===== src/rtl/hs_pkg.sv =====
// Shared handshake helpers for valid/ready stream blocks.
package hs_pkg;

    localparam int unsigned DefDataW = 32;

    // Ceiling log2 that stays usable in constant expressions.
    function automatic int unsigned clog2(input int unsigned n);
        int unsigned r;
        r = 0;
        for (int unsigned i = 0; i < 32; i++) begin
            if ((32'd1 << i) < n) begin
                r = i + 1;
            end
        end
        return r;
    endfunction

    function automatic logic fire(input logic valid, input logic ready);
        return valid && ready;
    endfunction

endpackage


===== src/rtl/hs_buf_mem.sv =====
// Register array storage for the stream buffer: one write port, one async read port.
module hs_buf_mem #(
    parameter int unsigned DATA_W = 32,
    parameter int unsigned DEPTH  = 4,
    parameter int unsigned ADDR_W = 2
) (
    input  logic              clk,
    input  logic              we,
    input  logic [ADDR_W-1:0] waddr,
    input  logic [DATA_W-1:0] wdata,
    input  logic [ADDR_W-1:0] raddr,
    output logic [DATA_W-1:0] rdata
);

    // Payload storage is intentionally not reset; readers gate it when empty.
    logic [DATA_W-1:0] mem_q [DEPTH];

    always_ff @(posedge clk) begin
        if (we) begin
            mem_q[waddr] <= wdata;
        end
    end

    assign rdata = mem_q[raddr];

endmodule


===== src/rtl/hs_pipe_buf.sv =====
// Valid/ready stream buffer with registered ready/valid, fill level and almost-full flag.
module hs_pipe_buf
    import hs_pkg::*;
#(
    parameter int unsigned DATA_W   = DefDataW,
    parameter int unsigned DEPTH    = 4,
    parameter int unsigned AFULL_TH = 3,
    localparam int unsigned LVL_W   = $clog2(DEPTH + 1)
) (
    input  logic              clk,
    input  logic              rst_n,
    input  logic [DATA_W-1:0] s_data,
    input  logic              s_valid,
    output logic              s_ready,
    output logic [DATA_W-1:0] m_data,
    output logic              m_valid,
    input  logic              m_ready,
    output logic [LVL_W-1:0]  level,
    output logic              afull
);

    localparam int unsigned PTR_W = clog2(DEPTH);

    logic [PTR_W-1:0]  wr_ptr_q, rd_ptr_q;
    logic [LVL_W-1:0]  cnt_q, cnt_d;
    logic              s_ready_q, afull_q;
    logic              push, pop;
    logic [DATA_W-1:0] rd_data;

    always_comb begin
        push  = fire(s_valid, s_ready_q);
        pop   = fire(m_valid, m_ready);
        cnt_d = cnt_q;
        if (push && !pop) begin
            cnt_d = cnt_q + LVL_W'(1);
        end else if (pop && !push) begin
            cnt_d = cnt_q - LVL_W'(1);
        end
    end

    // s_ready is its own flop so it stays low while reset is asserted.
    always_ff @(posedge clk or negedge rst_n) begin
        if (!rst_n) begin
            wr_ptr_q  <= '0;
            rd_ptr_q  <= '0;
            cnt_q     <= '0;
            s_ready_q <= 1'b0;
            afull_q   <= 1'b0;
        end else begin
            if (push) begin
                wr_ptr_q <= wr_ptr_q + PTR_W'(1);
            end
            if (pop) begin
                rd_ptr_q <= rd_ptr_q + PTR_W'(1);
            end
            cnt_q     <= cnt_d;
            s_ready_q <= (cnt_d != LVL_W'(DEPTH));
            afull_q   <= (cnt_d >= LVL_W'(AFULL_TH));
        end
    end

    hs_buf_mem #(
        .DATA_W (DATA_W),
        .DEPTH  (DEPTH),
        .ADDR_W (PTR_W)
    ) u_mem (
        .clk   (clk),
        .we    (push),
        .waddr (wr_ptr_q),
        .wdata (s_data),
        .raddr (rd_ptr_q),
        .rdata (rd_data)
    );

    assign s_ready = s_ready_q;
    assign m_valid = (cnt_q != '0);
    assign m_data  = m_valid ? rd_data : '0;
    assign level   = cnt_q;
    assign afull   = afull_q;

endmodule


===== config.mk =====
export PLATFORM = sky130hd
export DESIGN_NAME = hs_pipe_buf
export DESIGN_NICKNAME = d
export VERILOG_FILES = /design/src/rtl/hs_pkg.sv /design/src/rtl/hs_buf_mem.sv /design/src/rtl/hs_pipe_buf.sv
export SDC_FILE = /design/constraint.sdc
export NUM_CORES = 1
export LEC_CHECK = 0
export CORE_MARGIN = 3
export CORE_UTILIZATION = 58
export DETAILED_ROUTE_END_ITERATION = 6
export GPL_TIMING_DRIVEN = 0
export MAX_ROUTING_LAYER = met4
export PLACE_DENSITY_LB_ADDON = 0.08
export SLEW_MARGIN = 20
export SYNTH_ARGS = -nofsm -noshare
export SYNTH_HDL_FRONTEND = slang
export SYNTH_SLANG_ARGS = --single-unit
export TNS_END_PERCENT = 50

===== constraint.sdc =====
create_clock -name clk -period 3 [get_ports clk]
set_input_delay 0.75 -clock clk [delete_from_list [all_inputs] [get_ports clk]]
set_output_delay 0.75 -clock clk [all_outputs]
set_load 0.05 [all_outputs]

==> out/metrics.csv <==
stage,metric,value,unit
outcome,result of the run,"finished, final reports clean",
final_layout,# diodes,0,
worst_setup_path,count of cells along the worst register-to-register path,7,
placed_design,worst slack after detailed placement,-235,ps
detailed_routing,detail-routed net length per standard cell,20.1,um
sta,Tcrit/Tclk final,0.962,
synthesis,post-synthesis simple-gate area fraction,0.0653,
placed_design,count of input and output buffers,72,
synthesis,synthesized area,5420,um2
placed_design,gpl congestion,0.718,
worst_setup_path,critical path startpoint category,flip-flop,
grt,via count of the first global-routing pass,2874,
worst_setup_path,worst reg2reg setup slack,1020,ps
grt,wire length of the first global-routing pass,15100,um
synthesis,primary flip-flop cell chosen by synthesis mapping,sky130_fd_sc_hd__edfxtp_1,
clock_tree,Bufs on Longest Clock Path,2,
synthesis,share of synthesized area spent on multiplexers,0.133,
synthesis,count of unique library cells instantiated by Yosys,33,
floorplan,starting density of the core,0.610,
worst_setup_path,Worst Path Required,2250,ps
final_layout,share of cells above drive strength 1,0.317,
synthesis,portion of synthesized cell area occupied by the leading cell type,0.709,
grt,initial antenna violation count,0,
sta,number of hold-slack violations in the final timing report,0,
synthesis,number of register bits inferred by synthesis,137,
synthesis,most used standard cell by instance count after synthesis,sky130_fd_sc_hd__edfxtp_1,
worst_hold_path,worst hold path type,primary input to async pin,
clock_tree,CTS tree,yes,
clock_tree,hold buffer count at CTS,0,
worst_setup_path,Worst R2R End,s_ready,
synthesis,dominant combinational cell family by area after synthesis,multiplexers,
synthesis,Yosys warnings,0,
floorplan,Site Rows,34,
synthesis,Area contributors post-synth,"sky130_fd_sc_hd__edfxtp_1 (71%), sky130_fd_sc_hd__mux4_2 (13%), sky130_fd_sc_hd__dfrtp_1 (4.2%)",
worst_setup_path,worst reg2reg path startpoint,level[0],
sta,actual slew at the worst max-slew pin,491,ps
detailed_routing,final wirelength,9600,um
floorplan,I/O pins,74,
detailed_routing,vias per cell,5.67,
synthesis,Post-synth EDFFs,128,
grt,global-route total usage across every layer,0.206,
clock_tree,H-tree depth reported by CTS,4,
clock_tree,clock net sink count,137,
sta,fin crit period,2890,ps
detailed_routing,remaining number of nets flagged by the antenna check after routing,0,
detailed_routing,iteration-0 DRC count of the detailed router,159,
clock_tree,number of buffers added by the clock tree synthesis step,17,
synthesis,number of nets in the synthesized netlist,306,
grt,GR Overflow Total,0,
sta,normalized max-slew margin,0.671,
detailed_routing,total via count after detailed routing,2703,
job,maxcap violations,0,
worst_setup_path,critical path's largest stage delay,530,ps
worst_setup_path,largest fanout on the critical path,10,
placed_design,Detailed Place HPWL,5780,um
clock_tree,clock transition at the registers of the reported paths,60,ps
clock_tree,CTS root buf,sky130_fd_sc_hd__clkbuf_8,
synthesis,syn avg cell area,20.6,um2
detailed_routing,DRC violation count after routing,0,
floorplan,Die W,103,um
synthesis,cell type contributing the most total cell area after synthesis,sky130_fd_sc_hd__edfxtp_1,
synthesis,Async SR Flop Fraction,0.0657,
clock_tree,worst skew pair latency,500,ps
synthesis,sequential cell area fraction in the yosys report,0.750,
detailed_routing,length of the first detailed-routing pass in iterations,4,
floorplan,Die Area,10500,um2
sta,skew final,6.99,ps
synthesis,synthesized-area fraction occupied by xor and xnor cells,0.00646,
floorplan,CORE AREA,8890,um2
final_layout,synthesis-to-layout area growth,27.4,%
sta,slack of the critical path,115,ps
floorplan,die height,103,um
sta,setup repair after global routing missed its margin,false,
sta,final slew viol count,0,
worst_setup_path,highest-delay cell along the critical path,sky130_fd_sc_hd__mux4_2,
worst_setup_path,crit path kind,flip-flop to primary output,
sta,final-report setup violation count,0,
worst_setup_path,crit path cell chain,"buf_4, buf_6, mux4_2, and2_1, buf_4",
synthesis,compound-gate portion of the synthesized area,0.0111,
synthesis,instance count of the mapped netlist,263,
sta,maximum frequency from static timing analysis,347,MHz
synthesis,Synth Area in Adders,0.0162,
worst_setup_path,crit path DAT,2140,ps
worst_setup_path,Worst setup EP type,primary output,
worst_setup_path,critical path's most frequent cell,sky130_fd_sc_hd__buf_4,
final_layout,number of nets in the layout,401,
synthesis,most instantiated cells after synthesis,"sky130_fd_sc_hd__edfxtp_1 (128), sky130_fd_sc_hd__and2_1 (33), sky130_fd_sc_hd__mux4_2 (32)",
grt,maximum number of pins on one net before global-route repair,29,
per-layer routing:
| layer | part of all wire | up-vias | GRT usage |
|---|---|---|---|
| met1 | 0.41 | 1364 | 0.266 |
| met4 | 0.0077 | 0 | 0.0706 |
| li1 | - | 1244 | - |
| met3 | 0.057 | 8 | 0.0555 |
| met2 | 0.52 | 87 | 0.323 |
| met5 | 0 | - | - |
logic make-up (layout without fill, tap and decap cells):
logic type,after synthesis,in the layout
flops,137,137
fa+ha+maj,7,7
buf+inv,19,125
mux,32,32
simple gates,56,56
compound gates,8,8
xor+xnor,4,4
critical path, delay by kind of cell, from the launching register on:
| family | cells | cell delay, ps |
|---|---|---|
| and+or+nand+nor | 1 | 190 |
| buffers and inverters | 3 | 600 |
| muxes | 1 | 530 |
| DFF | 1 | 330 |
through the flow:
| stage | cells | util | setup TNS [ps] | hold slack [ps] | area, um2 |
|---|---|---|---|---|---|
| CTS | 477 | 0.774 | 0 | 549 | 6880 |
| detailed placement | 447 | 0.716 | -3710 | 630 | 6360 |
| floorplan | 263 | - | 0 | 454 | 5420 |
| global route | 477 | 0.777 | 0 | 562 | 6910 |
| global placement | 443 | 0.706 | -17170 | 621 | 6280 |
| finish | 477 | 0.777 | 0 | 561 | 6910 |
registers in the layout (all words and copies together), names as in the netlist:
signal / count
afull: 1
level: 3
rd_ptr_q: 2
s_ready: 1
u_mem.mem_q: 128
wr_ptr_q: 2
cell type report:
| cell class | count | area [um2] |
|---|---|---|
| plain buffers | 13 | 101 |
| clock inverters | 13 | 180 |
| multi-input cells | 107 | 1260 |
| fillers | 482 | 1980 |
| flip-flops and latches | 137 | 4070 |
| well taps | 108 | 135 |
| repair buffers | 76 | 724 |
| inverters | 6 | 22.5 |
| clock buffers | 17 | 414 |
worst max path at each step:
stage | start | to | depth (start not counted)
2_1_floorplan | level[0] | m_data[22] | 6
3_3_place_gp | level[0] | m_data[17] | 7
3_5_place_dp | level[0] | m_data[17] | 7
4_1_cts | level[0] | m_data[16] | 7
5_1_grt | rd_ptr_q[0] | m_data[6] | 5
6_report | rd_ptr_q[0] | m_data[24] | 5
layout by cell type (no fill, tap or decap), types with 3 or more instances in the layout:
master and instances:
sky130_fd_sc_hd__edfxtp_1 128, sky130_fd_sc_hd__clkdlybuf4s50_1 39, sky130_fd_sc_hd__and2_1 33, sky130_fd_sc_hd__mux4_2 32, sky130_fd_sc_hd__buf_4 21, sky130_fd_sc_hd__clkbuf_16 16
sky130_fd_sc_hd__clkbuf_4 10, sky130_fd_sc_hd__dfrtp_1 8, sky130_fd_sc_hd__ha_1 7, sky130_fd_sc_hd__inv_1 6, sky130_fd_sc_hd__buf_2 5, sky130_fd_sc_hd__nand3_1 5
sky130_fd_sc_hd__nand2_1 4, sky130_fd_sc_hd__xnor2_1 4, sky130_fd_sc_hd__and3_2 4, sky130_fd_sc_hd__bufinv_16 4, sky130_fd_sc_hd__clkinvlp_4 4, sky130_fd_sc_hd__buf_12 4
sky130_fd_sc_hd__buf_6 3, sky130_fd_sc_hd__clkbuf_2 3, sky130_fd_sc_hd__clkdlybuf4s15_2 3
repair_timing:
action / CTS / global route
setup endpoints to repair: 33 / 29
gates resized for setup: 187 / 14
cloned: 0 / 0
setup buffers: 0 / 0
Power is left out: the tool's default activity adds up to more than one toggle a clock period on the data nets, which glitch-free logic cannot reach.
